[config.mk]
export PLATFORM = sky130hd
export DESIGN_NAME = pipe_regfile_flat
export DESIGN_NICKNAME = d
export VERILOG_FILES = /design/src/rtl/pipe_regfile_if.sv /design/src/rtl/pipe_regfile.sv /design/src/flat_wrapper.sv
export SDC_FILE = /design/constraint.sdc
export NUM_CORES = 1
export LEC_CHECK = 0
export CAP_MARGIN = 15
export CELL_PAD_IN_SITES_DETAIL_PLACEMENT = 1
export CELL_PAD_IN_SITES_GLOBAL_PLACEMENT = 1
export CORE_MARGIN = 1.5
export CORE_UTILIZATION = 49
export CTS_BUF_LIST = sky130_fd_sc_hd__clkbuf_16
export CTS_CLUSTER_DIAMETER = 150
export DETAILED_ROUTE_END_ITERATION = 8
export PLACE_DENSITY_LB_ADDON = 0.05
export SLEW_MARGIN = 20
export SYNTH_ARGS = -nofsm -noshare
export SYNTH_HDL_FRONTEND = slang
export SYNTH_SLANG_ARGS = --single-unit
[constraint.sdc]
create_clock -name clock -period 10.63 [get_ports clock]
set_input_delay 2.126 -clock clock [delete_from_list [all_inputs] [get_ports clock]]
set_output_delay 2.126 -clock clock [all_outputs]
set_load 0.01 [all_outputs]
[src/rtl/pipe_regfile_if.sv]
// Bundles the register-file side of the pipeline: read ports, compare flags,
// write sources and the LM/SM streaming handshakes.
interface pipe_regfile_if #(
    parameter int DATA_W = 16,
    parameter int NREG   = 8
);
    localparam int AW = $clog2(NREG);

    logic [DATA_W-1:0] pc;
    logic              pc_we;
    logic [AW-1:0]     ra_addr;
    logic [AW-1:0]     rb_addr;
    logic [DATA_W-1:0] rd_a;
    logic [DATA_W-1:0] rd_b;
    logic              cmp_eq;
    logic              cmp_lt;
    logic              cmp_le;
    logic              wb_en;
    logic [AW-1:0]     wb_addr;
    logic [DATA_W-1:0] wb_data;
    logic              lnk_en;
    logic [AW-1:0]     lnk_addr;
    logic [DATA_W-1:0] lnk_data;
    logic              lm_start;
    logic [NREG-1:0]   lm_mask;
    logic              lm_valid;
    logic [DATA_W-1:0] lm_data;
    logic              lm_ready;
    logic              lm_busy;
    logic              lm_done;
    logic              sm_start;
    logic [NREG-1:0]   sm_mask;
    logic              sm_ready;
    logic              sm_valid;
    logic [DATA_W-1:0] sm_data;
    logic [AW-1:0]     sm_idx;
    logic              sm_busy;
    logic              sm_done;

    modport master (
        output pc, pc_we, ra_addr, rb_addr,
        output wb_en, wb_addr, wb_data, lnk_en, lnk_addr, lnk_data,
        output lm_start, lm_mask, lm_valid, lm_data,
        output sm_start, sm_mask, sm_ready,
        input  rd_a, rd_b, cmp_eq, cmp_lt, cmp_le,
        input  lm_ready, lm_busy, lm_done,
        input  sm_valid, sm_data, sm_idx, sm_busy, sm_done
    );

    modport slave (
        input  pc, pc_we, ra_addr, rb_addr,
        input  wb_en, wb_addr, wb_data, lnk_en, lnk_addr, lnk_data,
        input  lm_start, lm_mask, lm_valid, lm_data,
        input  sm_start, sm_mask, sm_ready,
        output rd_a, rd_b, cmp_eq, cmp_lt, cmp_le,
        output lm_ready, lm_busy, lm_done,
        output sm_valid, sm_data, sm_idx, sm_busy, sm_done
    );
endinterface

[src/rtl/pipe_regfile.sv]
// Register file with bypassed registered reads, prioritised write sources,
// unsigned compare flags and multi-register load/store sequencers.
module pipe_regfile #(
    parameter int DATA_W = 16,
    parameter int NREG   = 8,
    parameter int PC_REG = 0
) (
    input  logic           clock,
    input  logic           reset_n,
    pipe_regfile_if.slave  bus
);
    localparam int AW = $clog2(NREG);

    typedef enum logic [0:0] {LM_IDLE = 1'b0, LM_RUN = 1'b1} lm_state_t;
    typedef enum logic [0:0] {SM_IDLE = 1'b0, SM_RUN = 1'b1} sm_state_t;

    // Mask bit (NREG-1-i) names register i; flip so bit i names register i.
    function automatic logic [NREG-1:0] map_mask(input logic [NREG-1:0] m);
        logic [NREG-1:0] r;
        for (int i = 0; i < NREG; i++) begin
            r[i] = m[NREG-1-i];
        end
        return r;
    endfunction

    function automatic logic [AW-1:0] lowest_idx(input logic [NREG-1:0] v);
        logic [AW-1:0] idx;
        idx = '0;
        for (int i = NREG-1; i >= 0; i--) begin
            idx = v[i] ? AW'(i) : idx;
        end
        return idx;
    endfunction

    logic [DATA_W-1:0] regs_r   [NREG];
    logic [DATA_W-1:0] nxt_s    [NREG];
    logic [DATA_W-1:0] shadow_r [NREG];
    logic [DATA_W-1:0] rd_a_r;
    logic [DATA_W-1:0] rd_b_r;
    logic [DATA_W-1:0] op_a_s;
    logic [DATA_W-1:0] op_b_s;

    lm_state_t         lm_state_r;
    lm_state_t         lm_state_nxt_s;
    logic [NREG-1:0]   lm_pend_r;
    logic [NREG-1:0]   lm_pend_nxt_s;
    logic [NREG-1:0]   lm_rest_s;
    logic [AW-1:0]     lm_idx_s;
    logic              lm_wr_s;
    logic              lm_done_r;
    logic              lm_done_nxt_s;

    sm_state_t         sm_state_r;
    sm_state_t         sm_state_nxt_s;
    logic [NREG-1:0]   sm_pend_r;
    logic [NREG-1:0]   sm_pend_nxt_s;
    logic [NREG-1:0]   sm_start_pend_s;
    logic [NREG-1:0]   sm_rest_s;
    logic [AW-1:0]     sm_idx_r;
    logic [AW-1:0]     sm_idx_nxt_s;
    logic [DATA_W-1:0] sm_data_r;
    logic [DATA_W-1:0] sm_data_nxt_s;
    logic              sm_snap_s;
    logic              sm_done_r;
    logic              sm_done_nxt_s;

    assign lm_idx_s        = lowest_idx(lm_pend_r);
    assign lm_rest_s       = lm_pend_r & (lm_pend_r - NREG'(1));
    assign lm_wr_s         = (lm_state_r == LM_RUN) && bus.lm_valid;
    assign sm_start_pend_s = map_mask(bus.sm_mask);
    assign sm_rest_s       = sm_pend_r & (sm_pend_r - NREG'(1));

    // Per-register write arbitration: LM > write-back > link > PC mirror.
    always_comb begin
        for (int i = 0; i < NREG; i++) begin
            if (lm_wr_s && (lm_idx_s == AW'(i))) begin
                nxt_s[i] = bus.lm_data;
            end else if (bus.wb_en && (bus.wb_addr == AW'(i))) begin
                nxt_s[i] = bus.wb_data;
            end else if (bus.lnk_en && (bus.lnk_addr == AW'(i))) begin
                nxt_s[i] = bus.lnk_data;
            end else if (bus.pc_we && (i == PC_REG)) begin
                nxt_s[i] = bus.pc;
            end else begin
                nxt_s[i] = regs_r[i];
            end
        end
    end

    // Register array; reset value of R[i] is i.
    always_ff @(posedge clock) begin
        if (!reset_n) begin
            for (int i = 0; i < NREG; i++) begin
                regs_r[i] <= DATA_W'(i);
            end
        end else begin
            regs_r <= nxt_s;
        end
    end

    // Read ports take the post-edge value so same-edge writes are bypassed.
    always_ff @(posedge clock) begin
        if (!reset_n) begin
            rd_a_r <= '0;
            rd_b_r <= '0;
        end else begin
            rd_a_r <= nxt_s[bus.ra_addr];
            rd_b_r <= nxt_s[bus.rb_addr];
        end
    end

    assign op_a_s     = regs_r[bus.ra_addr];
    assign op_b_s     = regs_r[bus.rb_addr];
    assign bus.cmp_eq = (op_a_s == op_b_s);
    assign bus.cmp_lt = (op_a_s <  op_b_s);
    assign bus.cmp_le = (op_a_s <= op_b_s);
    assign bus.rd_a   = rd_a_r;
    assign bus.rd_b   = rd_b_r;

    // LM next-state: consume one beat per valid cycle into the lowest pending register.
    always_comb begin
        lm_state_nxt_s = lm_state_r;
        lm_pend_nxt_s  = lm_pend_r;
        lm_done_nxt_s  = 1'b0;
        case (lm_state_r)
            LM_IDLE: begin
                if (bus.lm_start && (|bus.lm_mask)) begin
                    lm_pend_nxt_s  = map_mask(bus.lm_mask);
                    lm_state_nxt_s = LM_RUN;
                end else if (bus.lm_start) begin
                    lm_done_nxt_s  = 1'b1;
                end else begin
                    lm_done_nxt_s  = 1'b0;
                end
            end
            LM_RUN: begin
                if (bus.lm_valid) begin
                    lm_pend_nxt_s = lm_rest_s;
                    if (lm_rest_s == '0) begin
                        lm_state_nxt_s = LM_IDLE;
                        lm_done_nxt_s  = 1'b1;
                    end else begin
                        lm_state_nxt_s = LM_RUN;
                    end
                end else begin
                    lm_pend_nxt_s = lm_pend_r;
                end
            end
            default: begin
                lm_state_nxt_s = LM_IDLE;
                lm_pend_nxt_s  = '0;
            end
        endcase
    end

    // LM state register.
    always_ff @(posedge clock) begin
        if (!reset_n) begin
            lm_state_r <= LM_IDLE;
            lm_pend_r  <= '0;
            lm_done_r  <= 1'b0;
        end else begin
            lm_state_r <= lm_state_nxt_s;
            lm_pend_r  <= lm_pend_nxt_s;
            lm_done_r  <= lm_done_nxt_s;
        end
    end

    assign bus.lm_ready = (lm_state_r == LM_RUN);
    assign bus.lm_busy  = (lm_state_r == LM_RUN);
    assign bus.lm_done  = lm_done_r;

    // SM next-state: the presented entry is preloaded so it holds under backpressure.
    always_comb begin
        sm_state_nxt_s = sm_state_r;
        sm_pend_nxt_s  = sm_pend_r;
        sm_idx_nxt_s   = sm_idx_r;
        sm_data_nxt_s  = sm_data_r;
        sm_snap_s      = 1'b0;
        sm_done_nxt_s  = 1'b0;
        case (sm_state_r)
            SM_IDLE: begin
                if (bus.sm_start) begin
                    sm_snap_s = 1'b1;
                    if (|bus.sm_mask) begin
                        sm_pend_nxt_s  = sm_start_pend_s;
                        sm_idx_nxt_s   = lowest_idx(sm_start_pend_s);
                        sm_data_nxt_s  = regs_r[lowest_idx(sm_start_pend_s)];
                        sm_state_nxt_s = SM_RUN;
                    end else begin
                        sm_done_nxt_s  = 1'b1;
                    end
                end else begin
                    sm_snap_s = 1'b0;
                end
            end
            SM_RUN: begin
                if (bus.sm_ready) begin
                    sm_pend_nxt_s = sm_rest_s;
                    if (sm_rest_s == '0) begin
                        sm_state_nxt_s = SM_IDLE;
                        sm_idx_nxt_s   = '0;
                        sm_data_nxt_s  = '0;
                        sm_done_nxt_s  = 1'b1;
                    end else begin
                        sm_idx_nxt_s   = lowest_idx(sm_rest_s);
                        sm_data_nxt_s  = shadow_r[lowest_idx(sm_rest_s)];
                    end
                end else begin
                    sm_pend_nxt_s = sm_pend_r;
                end
            end
            default: begin
                sm_state_nxt_s = SM_IDLE;
                sm_pend_nxt_s  = '0;
            end
        endcase
    end

    // SM state and output registers.
    always_ff @(posedge clock) begin
        if (!reset_n) begin
            sm_state_r <= SM_IDLE;
            sm_pend_r  <= '0;
            sm_idx_r   <= '0;
            sm_data_r  <= '0;
            sm_done_r  <= 1'b0;
        end else begin
            sm_state_r <= sm_state_nxt_s;
            sm_pend_r  <= sm_pend_nxt_s;
            sm_idx_r   <= sm_idx_nxt_s;
            sm_data_r  <= sm_data_nxt_s;
            sm_done_r  <= sm_done_nxt_s;
        end
    end

    // Shadow copy taken at SM start, isolating the stream from later writes.
    always_ff @(posedge clock) begin
        if (!reset_n) begin
            for (int i = 0; i < NREG; i++) begin
                shadow_r[i] <= '0;
            end
        end else if (sm_snap_s) begin
            shadow_r <= regs_r;
        end else begin
            shadow_r <= shadow_r;
        end
    end

    assign bus.sm_valid = (sm_state_r == SM_RUN);
    assign bus.sm_busy  = (sm_state_r == SM_RUN);
    assign bus.sm_idx   = sm_idx_r;
    assign bus.sm_data  = sm_data_r;
    assign bus.sm_done  = sm_done_r;
endmodule

[src/flat_wrapper.sv]
// flat-port wrapper written by rule: the top's interface ports become plain ports
module pipe_regfile_flat 
#(
    parameter int DATA_W = 16,
    parameter int NREG   = 8,
    parameter int PC_REG = 0
)
  (clock, reset_n, bus_pc, bus_pc_we, bus_ra_addr, bus_rb_addr, bus_wb_en, bus_wb_addr, bus_wb_data, bus_lnk_en, bus_lnk_addr, bus_lnk_data, bus_lm_start, bus_lm_mask, bus_lm_valid, bus_lm_data, bus_sm_start, bus_sm_mask, bus_sm_ready, bus_rd_a, bus_rd_b, bus_cmp_eq, bus_cmp_lt, bus_cmp_le, bus_lm_ready, bus_lm_busy, bus_lm_done, bus_sm_valid, bus_sm_data, bus_sm_idx, bus_sm_busy, bus_sm_done);
  pipe_regfile_if #(.DATA_W(DATA_W), .NREG(NREG)) bus_i ();
  input  logic clock;
  input  logic reset_n;
  input wire logic [$bits(bus_i.pc)-1:0] bus_pc;
  input wire logic [$bits(bus_i.pc_we)-1:0] bus_pc_we;
  input wire logic [$bits(bus_i.ra_addr)-1:0] bus_ra_addr;
  input wire logic [$bits(bus_i.rb_addr)-1:0] bus_rb_addr;
  input wire logic [$bits(bus_i.wb_en)-1:0] bus_wb_en;
  input wire logic [$bits(bus_i.wb_addr)-1:0] bus_wb_addr;
  input wire logic [$bits(bus_i.wb_data)-1:0] bus_wb_data;
  input wire logic [$bits(bus_i.lnk_en)-1:0] bus_lnk_en;
  input wire logic [$bits(bus_i.lnk_addr)-1:0] bus_lnk_addr;
  input wire logic [$bits(bus_i.lnk_data)-1:0] bus_lnk_data;
  input wire logic [$bits(bus_i.lm_start)-1:0] bus_lm_start;
  input wire logic [$bits(bus_i.lm_mask)-1:0] bus_lm_mask;
  input wire logic [$bits(bus_i.lm_valid)-1:0] bus_lm_valid;
  input wire logic [$bits(bus_i.lm_data)-1:0] bus_lm_data;
  input wire logic [$bits(bus_i.sm_start)-1:0] bus_sm_start;
  input wire logic [$bits(bus_i.sm_mask)-1:0] bus_sm_mask;
  input wire logic [$bits(bus_i.sm_ready)-1:0] bus_sm_ready;
  output wire logic [$bits(bus_i.rd_a)-1:0] bus_rd_a;
  output wire logic [$bits(bus_i.rd_b)-1:0] bus_rd_b;
  output wire logic [$bits(bus_i.cmp_eq)-1:0] bus_cmp_eq;
  output wire logic [$bits(bus_i.cmp_lt)-1:0] bus_cmp_lt;
  output wire logic [$bits(bus_i.cmp_le)-1:0] bus_cmp_le;
  output wire logic [$bits(bus_i.lm_ready)-1:0] bus_lm_ready;
  output wire logic [$bits(bus_i.lm_busy)-1:0] bus_lm_busy;
  output wire logic [$bits(bus_i.lm_done)-1:0] bus_lm_done;
  output wire logic [$bits(bus_i.sm_valid)-1:0] bus_sm_valid;
  output wire logic [$bits(bus_i.sm_data)-1:0] bus_sm_data;
  output wire logic [$bits(bus_i.sm_idx)-1:0] bus_sm_idx;
  output wire logic [$bits(bus_i.sm_busy)-1:0] bus_sm_busy;
  output wire logic [$bits(bus_i.sm_done)-1:0] bus_sm_done;
  assign bus_i.pc = bus_pc;
  assign bus_i.pc_we = bus_pc_we;
  assign bus_i.ra_addr = bus_ra_addr;
  assign bus_i.rb_addr = bus_rb_addr;
  assign bus_i.wb_en = bus_wb_en;
  assign bus_i.wb_addr = bus_wb_addr;
  assign bus_i.wb_data = bus_wb_data;
  assign bus_i.lnk_en = bus_lnk_en;
  assign bus_i.lnk_addr = bus_lnk_addr;
  assign bus_i.lnk_data = bus_lnk_data;
  assign bus_i.lm_start = bus_lm_start;
  assign bus_i.lm_mask = bus_lm_mask;
  assign bus_i.lm_valid = bus_lm_valid;
  assign bus_i.lm_data = bus_lm_data;
  assign bus_i.sm_start = bus_sm_start;
  assign bus_i.sm_mask = bus_sm_mask;
  assign bus_i.sm_ready = bus_sm_ready;
  assign bus_rd_a = bus_i.rd_a;
  assign bus_rd_b = bus_i.rd_b;
  assign bus_cmp_eq = bus_i.cmp_eq;
  assign bus_cmp_lt = bus_i.cmp_lt;
  assign bus_cmp_le = bus_i.cmp_le;
  assign bus_lm_ready = bus_i.lm_ready;
  assign bus_lm_busy = bus_i.lm_busy;
  assign bus_lm_done = bus_i.lm_done;
  assign bus_sm_valid = bus_i.sm_valid;
  assign bus_sm_data = bus_i.sm_data;
  assign bus_sm_idx = bus_i.sm_idx;
  assign bus_sm_busy = bus_i.sm_busy;
  assign bus_sm_done = bus_i.sm_done;
  pipe_regfile #(.DATA_W(DATA_W), .NREG(NREG), .PC_REG(PC_REG)) u_core (.clock(clock), .reset_n(reset_n), .bus(bus_i));
endmodule
==> reports/results.ini <==
[detailed_routing]
totalWireLength_um = 94500
drt-pass1-iter-count = 6
wl_per_cell_um = 30.5
ant_nets = 0
route.detailed.drc = 0
initialDrtViolationCount = 2486
vias_per_cell = 7.04
vias = 21900

[synthesis]
syn_avg_cell_area_um2 = 8.23
synth_flop_cell = dfxtp_1
yosysSeqAreaShare_pct = 31.0
yosysWarningCount = 0
synthDistinctLibCells = 73
ys_async_sr_fraction_pct = 0
synthesis.instances = 2567
synthesis.nets = 2684
ys_ff_latch = 327
syn_area_um2 = 21100
synth_edf_count = 0

[placement]
io_buffers = 160
place_congestion = 0.980
place.detailed.hpwl_um = 62200
dpl_cell_area_um2 = 22700

[floorplanning]
rows = 75
num_io_pins = 161
die_w_um = 211
die_height_um = 211
core-area_um2 = 42200
initial_core_util_pct = 50.0
die_area_um2 = 44400

[clock_network]
ctsRootBufferMaster = clkbuf_16
cts_setup_buffers = 0
post_cts_resized = 0
cts_tree = done
cts_sinks = 327
htree_levels = 2
worstSkewPairLatency_ps = 580
numCtsBuffers = 40
clockBufferDepth = 3
cts_hold_buf = 0
clk_pin_slew_ps = 60

[worst_setup_path]
critPathRequiredTime_ps = 8500
rrSetupSlack_ps = 6410
end_kind = primary output
cp.arrival_ps = 6270
cp-start-kind = primary input
worstReg2RegEnd = u_core.bus.rd_b[1]
worstPathMaxFanout = 33
rr_worst_depth = 8
crit_type = primary input to primary output
r2r-start = u_core.lm_pend_r[2]

[timing]
rsz0062_at_grt = false
post-route-period-util_pct = 78.9
finalCriticalPeriod_ps = 8390
finalMaxSlewViolations = 0
fin_skew_ps = 21.0
hold_viol = 0
worst_slew_pin_slew_ps = 1220
fmax_mhz = 119
setup_viol = 0
timing.slew.headroom_pct = 18.8
setup_tns_ps = 0

[layout]
n_fill_cell = 5017
nNetsFinal = 2651
area_delta_synth_final_pct = 13.7
design_area_um2 = 24000
drive_gt1_share_pct = 10.7

[grt]
grt_pass1_wl_um = 140000
grt_max_degree = 143
antenna_found_initial = 2
grt_util_all_layers_pct = 42.1
overflow = 0
grt_pass1_vias = 21900

[power_and_ir_drop]
peakVddDrop_mv = 0.106
power_density_nw_per_um2 = 152
total_power_mw = 3.64
leakage_nw = 9.29

[job]
drv_cap = 0

[worst_hold_path]
min_path_cells = 2
hold_start = u_core.shadow_r[68]
min_to = u_core.shadow_r[68]
hold_path.class = register to register

[run_status]
status = complete, no violations

## final cells by class
cell class / count / area, µm² / area share, %
multi-input cells: 1947 / 13500 / 56.1
inverters: 12 / 52.6 / 0.219
repair buffers: 206 / 1930 / 8.03
well taps: 539 / 674 / 2.81
clock buffers: 42 / 1050 / 4.38
clock inverters: 27 / 282 / 1.17
diodes: 2 / 5.00 / 0.0208
flip-flops and latches: 327 / 6550 / 27.3
## state kept, by name, indices dropped and copies added (netlist names)
| name | flops |
|---|---|
| u_core.bus.lm_done | 1 |
| u_core.bus.sm_idx | 3 |
| u_core.lm_pend_r | 8 |
| u_core.regs_r | 128 |
| u_core.sm_pend_r | 8 |
| u_core.bus.sm_done | 1 |
| u_core.bus.sm_data | 16 |
| u_core.bus.rd_a | 16 |
| u_core.shadow_r | 128 |
| u_core.bus.sm_busy | 1 |
| u_core.bus.rd_b | 16 |
| u_core.bus.lm_busy | 1 |
## cell usage after synthesis, types with 7 or more instances
cell,n,area [µm²]
nor3_1,13,65.1
o22ai_1,9,56.3
nand4b_1,7,61.3
buf_2,25,125
nor2_1,266,998
nand2_1,342,1280
a211oi_1,52,390
inv_1,7,26.3
o32ai_1,9,78.8
mux4_2,81,1820
o31ai_1,13,97.6
o211ai_1,28,210
nor2b_1,18,113
dfxtp_1,327,6550
mux2i_1,286,2860
a21oi_1,297,1490
o21ai_0,140,701
a31oi_1,18,113
mux2_2,52,586
clkbuf_2,14,70.1
a221oi_1,7,61.3
clkbuf_1,203,762
and2_1,19,119
o221ai_1,31,272
buf_1,23,86.3
nand3_1,68,340
buf_4,12,90.1
a222oi_1,7,70.1
a22oi_1,45,338
a32oi_1,13,114
ha_1,16,200
a21o_1,16,120
## worst max-delay path by stage
| stage | start | to | slack [ps] | cells past startpoint |
|---|---|---|---|---|
| 3_5_place_dp | bus_ra_addr[0] | bus_cmp_lt | 2300 | 11 |
| 3_3_place_gp | bus_ra_addr[0] | bus_cmp_lt | 2140 | 11 |
| 4_1_cts | bus_ra_addr[0] | bus_cmp_lt | 2290 | 11 |
| 6_report | bus_ra_addr[0] | bus_cmp_lt | 2240 | 11 |
| 5_1_grt | bus_ra_addr[0] | bus_cmp_lt | 2130 | 11 |
| 2_1_floorplan | bus_ra_addr[0] | bus_cmp_lt | 3200 | 12 |
## critical path, stage by stage
cell and delay, ps:
buf_2 780, mux4_2 600, mux2_2 280, ha_1 300, a21o_1 160, a21o_1 200, a21oi_1 150, nor2_1 60
a2111oi_1 830, and2_1 230, clkdlybuf4s50_1 540
## report_power, final
part           total [mW]  internal (mW)  switching (mW)  leakage (nW)
Clock                1.43          0.856           0.577         0.673
Combinational       0.796          0.317           0.479          5.94
Sequential           1.41           1.30           0.118          2.67
Total                3.64           2.47            1.17          9.29
## kinds of logic (layout without fill, tap and decap cells)
logic type,after synthesis,count (layout),share of synthesized area [%]
AND/OR/NAND/NOR,790,790,16.3
AO/OA/AOI/OAI,718,718,20.8
multiplexers,419,419,25.0
flip-flops,327,327,31.0
buffers and inverters,293,287,5.81
adder cells (fa/ha/maj),19,19,1.09
XOR/XNOR,1,1,0.0415
other,0,2,0
## cells in the final DEF (no fill, tap or decap), drive strengths merged, types with 8 or more instances in the layout
master and instances:
o32ai 9, nor2b 18, nor2 267, ha 16, o22ai 9, a21o 16
clkbuf 43, mux2 52, a21oi 297, buf 53, o21ai 146, a22oi 45
nand3 68, a2111oi 8, o31ai 13, dfxtp 327, mux2i 286, o221ai 31
a211oi 53, clkinv 17, mux4 81, a32oi 13, and2 19, inv 15
clkdlybuf4s50 152, o211ai 28, nand2 342, a31oi 18, nor3 13
## layer usage
metal	wire length (µm)	up-vias	global-route usage [%]
met4	5040	2	22.2
met2	39100	1379	60.5
li1	-	9282	-
met5	13	-	0
met3	11900	345	11.5
met1	38300	10800	57.4
## stage by stage
stage,hold WS [ps],worst slack [ps],utilization [%],cells
2_1_floorplan,432,3200,-,2567
4_1_cts,454,2290,56.8,3098
3_3_place_gp,438,2140,53.7,3029
5_1_grt,471,2130,56.9,3100
6_report,454,2240,56.9,3102
3_5_place_dp,446,2300,53.7,3029
Power figures use the tool's default switching activity.
==> RTL edit 1: new RTL, config.mk and constraints unchanged <==
`DATA_W` is set to 16 in 3 places; all go to 12.
--- a/src/rtl/pipe_regfile_if.sv
+++ b/src/rtl/pipe_regfile_if.sv
@@ -2,5 +2,5 @@
 // write sources and the LM/SM streaming handshakes.
 interface pipe_regfile_if #(
-    parameter int DATA_W = 16,
+    parameter int DATA_W = 12,
     parameter int NREG   = 8
 );
--- a/src/rtl/pipe_regfile.sv
+++ b/src/rtl/pipe_regfile.sv
@@ -2,5 +2,5 @@
 // unsigned compare flags and multi-register load/store sequencers.
 module pipe_regfile #(
-    parameter int DATA_W = 16,
+    parameter int DATA_W = 12,
     parameter int NREG   = 8,
     parameter int PC_REG = 0
--- a/src/flat_wrapper.sv
+++ b/src/flat_wrapper.sv
@@ -2,5 +2,5 @@
 module pipe_regfile_flat 
 #(
-    parameter int DATA_W = 16,
+    parameter int DATA_W = 12,
     parameter int NREG   = 8,
     parameter int PC_REG = 0
Ports: changed (7 resized); port bits go from 161 to 133. The function was not compared with the original's and may differ.
==> RTL edit 1 against the original RTL <==
- design area down 21%
- sequential cell count down 76
- critical path type unchanged
- setup slack worse by 0.17 ns
- sequential share of layout area down 0.77 points
- synthesized area down 21%
- largest power group is now sequential cells
- first-iteration DRC count down 34%
- core utilization down 0.16 points
- routed wire length down 32%
- sequential power down 23%
- clock power down 29%
- power down 25%
- count of clock-buffer cells in the layout down 11
- critical endpoint is now bus_cmp_le
==> RTL edit 1: results (changes against the original RTL) <==
Parameter                              Value

Status
  Status ... finished, final reports clean (unchanged)

Detailed routing
  DRT Pass-1 Iters ... 7 (was 6)
  Drt first-iter violations ... 1641 (was 2486)
  Drt wl/cell ... 26.9 um (was 30.5 um)

Die
  CORE AREA ... 33400 um2 (was 42200 um2)

Place
  HPWL after detailed placement ... 43100 um (was 62200 um)
  Number of buffers inserted by port buffering ... 132 (was 160)
  Placed Cells ... 2326 (was 3029)
  Worst-case setup slack after placement ... 2.12 ns (was 2.30 ns)
  Placer's final routability congestion estimate ... 0.914 (was 0.980)

Timing
  Part of the cycle the worst path needs ... 0.805 (was 0.789)
  WHS ... 0.463 ns (was 0.454 ns)
  Worst Tran Pin Value ... 1.18 ns (was 1.22 ns)

Finish
  Non-clock buffering overhead ... 0.0865 (was 0.0803)
  FF+latch area ... 5020 um2 (was 6550 um2)
  Fraction of layout instances using a drive strength above 1 ... 0.116 (was 0.107)
  Layout multi-input combinational cell count ... 1453 (was 1947)
  Registers with the most flip-flops ... u_core.regs_r (96), u_core.shadow_r (96) (was u_core.regs_r (128), u_core.shadow_r (128))
  Multi-input gate area in the final layout ... 10800 um2 (was 13500 um2)

Power
  Proportion of total power due to net switching ... 0.317 (was 0.322)
  Peak supply drop ... 0.126 mV (was 0.106 mV)

Synth
  Register area share after synthesis ... 0.302 (was 0.310)
  Mux share of post-synthesis cell area ... 0.240 (was 0.250)
  Share of the synthesized area in the top cell type ... 0.302 (was 0.310)
  Commonest cells in the synthesized netlist ... nand2_1, dfxtp_1, mux2i_1, clkbuf_1, nor2_1 (was nand2_1, dfxtp_1, a21oi_1, mux2i_1, nor2_1)
  Most area-consuming cells after synthesis ... dfxtp_1, mux2i_1, mux4_2 (unchanged)
  Adder-cell area share of the yosys netlist ... 0.0109 (about the same)
  Nets in the synthesized netlist ... 2016 (was 2684)
  Count of distinct cell types in the synthesized netlist ... 68 (was 73)

Critical path
  Longest individual stage delay on the worst path ... 1.17 ns (was 0.83 ns)
  Critical R2R Launch ... u_core.lm_pend_r[0]$_SDFFE_PN0P_ (was u_core.lm_pend_r[2]$_SDFFE_PN0P_)
  Setup slack of the worst register-to-register path ... 7.07 ns (was 6.41 ns)
  Slowest stage cell, crit path ... clkdlybuf4s50_1 (was a2111oi_1)
  Arrival time worst endpoint ... 6.43 ns (was 6.27 ns)
  Family with the most delay on the worst path ... buffers and inverters (was compound AO/OA/AOI/OAI gates)

Clock network
  Number of clock sinks seen by CTS ... 251 (was 327)
  Number of CTS-inserted buffers ... 30 (was 40)
  H-tree level count ... 1 (was 2)

GRT
  Pin count of the biggest net entering global routing ... 116 (was 143)
  Global-route wire length before repair ... 97400 um (was 140000 um)
==> RTL edit 1: cell types whose count changed after synthesis, moves of 31 or more <==
| cell | delta |
|---|---|
| dfxtp_1 | -76 |
| mux2i_1 | -95 |
| clkbuf_1 | -54 |
| nand2_1 | -35 |
| nand3_1 | -59 |
| nor2_1 | -139 |
| a21oi_1 | -183 |
| o21ai_0 | -99 |
| a21boi_0 | +99 |
| nor2b_1 | +82 |
| o221ai_1 | -31 |
| a221oi_1 | +31 |
==> RTL edit 1: power groups by stage <==
stage	combinational (mW)	clock [mW]	sequential [mW]
after floorplan	0.426	0	1.05
after detailed placement	0.621	0	1.10
after global routing	0.682	1.06	1.08
after CTS	0.625	1.03	1.08
after global placement	0.604	0	1.09
final	0.635	1.02	1.08
==> RTL edit 1: worst max-delay path by stage <==
| stage | startpoint | end | cells past startpoint |
|---|---|---|---|
| after global placement | bus_ra_addr[1] | bus_cmp_le | 11 |
| final | bus_ra_addr[1] | bus_cmp_le | 11 |
| after detailed placement | bus_ra_addr[1] | bus_cmp_le | 11 |
| after floorplan | bus_rb_addr[0] | bus_cmp_le | 10 |
| after CTS | bus_ra_addr[1] | bus_cmp_le | 11 |
| after global routing | bus_ra_addr[1] | bus_cmp_le | 11 |
==> RTL edit 1: per-layer routing <==
| layer | part of all wire | up-vias | GRT usage |
|---|---|---|---|
| li1 | - | 7004 | - |
| met1 | 0.41 | 7965 | 0.501 |
| met4 | 0.032 | 0 | 0.116 |
| met5 | 0 | - | 0 |
| met3 | 0.11 | 178 | 0.0831 |
| met2 | 0.44 | 866 | 0.550 |
==> RTL edit 2: new RTL, config.mk and constraints unchanged <==
Made on the original files. Reset style: asynchronous (`reset_n`), changed in 5 clocked blocks.
--- a/src/rtl/pipe_regfile.sv
+++ b/src/rtl/pipe_regfile.sv
@@ -89,5 +89,5 @@
 
     // Register array; reset value of R[i] is i.
-    always_ff @(posedge clock) begin
+    always_ff @(posedge clock or negedge reset_n) begin
         if (!reset_n) begin
             for (int i = 0; i < NREG; i++) begin
@@ -100,5 +100,5 @@
 
     // Read ports take the post-edge value so same-edge writes are bypassed.
-    always_ff @(posedge clock) begin
+    always_ff @(posedge clock or negedge reset_n) begin
         if (!reset_n) begin
             rd_a_r <= '0;
@@ -155,5 +155,5 @@
 
     // LM state register.
-    always_ff @(posedge clock) begin
+    always_ff @(posedge clock or negedge reset_n) begin
         if (!reset_n) begin
             lm_state_r <= LM_IDLE;
@@ -219,5 +219,5 @@
 
     // SM state and output registers.
-    always_ff @(posedge clock) begin
+    always_ff @(posedge clock or negedge reset_n) begin
         if (!reset_n) begin
             sm_state_r <= SM_IDLE;
@@ -236,5 +236,5 @@
 
     // Shadow copy taken at SM start, isolating the stream from later writes.
-    always_ff @(posedge clock) begin
+    always_ff @(posedge clock or negedge reset_n) begin
         if (!reset_n) begin
             for (int i = 0; i < NREG; i++) begin
Behaviour: not the same (a bounded check fails within 4 cycles, from zero or initial values and one cycle with reset_n low; the reset may be asserted at any time).
==> RTL edit 2 against the original RTL <==
- via count fell by 5.3%
- routed wire length down 5.3%
- non-clock buffer count rose by 3
- register-to-register slack improved by 0.28 ns
- clock skew up 0.010 ns
- synthesized area up 5.4%
- critical path type unchanged
- highest routed layer unchanged
- count of clock-buffer cells in the layout grew 1
- sequential cell count unchanged
- critical endpoint is now bus_cmp_le
- fmax increased by 0.11%
- design area up 6.2%
- global-route usage fell by 3.8 points
- setup slack improved by 0.0092 ns
Power is not compared: it rests on default switching activity, and its combinational part moved more than twofold at a synthesized area within 25%.
==> RTL edit 2: results (changes against the original RTL) <==
Parameter                              Value

Status
  Status ... finished, final reports clean (unchanged)

Worst hold path
  Endpoint of the worst hold path ... u_core.bus.sm_idx[1]$_DFFE_PN0P_ (was u_core.shadow_r[68]$_SDFFE_PN0P_)

Critical path
  Family with the most delay on the worst path ... buffers and inverters (was compound AO/OA/AOI/OAI gates)
  Critical path destination ... bus_cmp_le (was bus_cmp_lt)
  Longest individual stage delay on the worst path ... 0.81 ns (was 0.83 ns)
  Worst Path Max Fanout ... 52 (was 33)
  Slowest stage cell, crit path ... buf_4 (was a2111oi_1)
  Critical R2R Launch ... u_core.lm_pend_r[2]$_DFFE_PN0P_ (was u_core.lm_pend_r[2]$_SDFFE_PN0P_)
  Arrival time worst endpoint ... 6.26 ns (was 6.27 ns)

Synth
  Nets in the synthesized netlist ... 2621 (was 2684)
  Commonest cells in the synthesized netlist ... nand2_1, dfrtp_1, mux2i_1, clkbuf_1, nor2_1 (was nand2_1, dfxtp_1, a21oi_1, mux2i_1, nor2_1)
  Proportion of register bits with asynchronous set or reset after synthesis ... 1.00 (was 0)
  Register area share after synthesis ... 0.368 (was 0.310)

Place
  Worst-case setup slack after placement ... 2.22 ns (was 2.30 ns)
  HPWL after detailed placement ... 59100 um (was 62200 um)

Finish
  Synthesis-to-layout area growth ... 14.6% (was 13.7%)
  FF+latch area ... 8200 um2 (was 6550 um2)
  Multi-input gate share of the layout cell area ... 0.501 (was 0.561)
  Layout clock buffer count ... 43 (was 42)

Detailed routing
  Vias after detailed routing ... 20700 (was 21900)
  Drt first-iter violations ... 2218 (was 2486)
  Final Routed Wirelength ... 89400 um (was 94500 um)

Timing
  Worst relative slew slack ... 0.220 (was 0.188)
  Final Skew ... 0.0312 ns (was 0.0210 ns)

GRT
  Number of antenna violations at the first check in global routing ... 6 (was 2)
  Pin count of the biggest net entering global routing ... 102 (was 143)

Clock network
  Later-pin clock latency in the skew report ... 0.60 ns (was 0.58 ns)
==> RTL edit 2: cell types whose count changed after synthesis, sizes merged, moves of 29 or more <==
cell    change
o221ai     -31
dfxtp     -327
dfrtp     +315
a22o       +71
nor2      -105
a22oi      -29
inv       +141
nand2     +259
clkbuf     -30
nand3      -31
a21oi     -187
o21ai      -48
mux2       -35
==> RTL edit 2: cell families (layout without fill, tap and decap cells) <==
group / count (synthesis) / count (layout) / share of synthesized area
and+or+nand+nor: 885 / 885 / 0.166
AOI/OAI and AO/OA: 479 / 479 / 0.149
muxes: 407 / 407 / 0.238
buffers and inverters: 387 / 432 / 0.0679
DFF: 327 / 327 / 0.368
adders and majority gates: 18 / 18 / 0.00989
xor gates and xnor gates: 1 / 1 / 0.000393
==> RTL edit 2: routing by layer <==
metal  global-route usage  vias to the layer above  share of wire  wire length, um
li1                     -                     8778              -                -
met1                0.520                    10400           0.41            36500
met2                0.571                     1232           0.43            38900
met3                0.125                      235           0.12            10900
met4                0.140                        4          0.035             3120
met5                    0                        -        0.00022               20
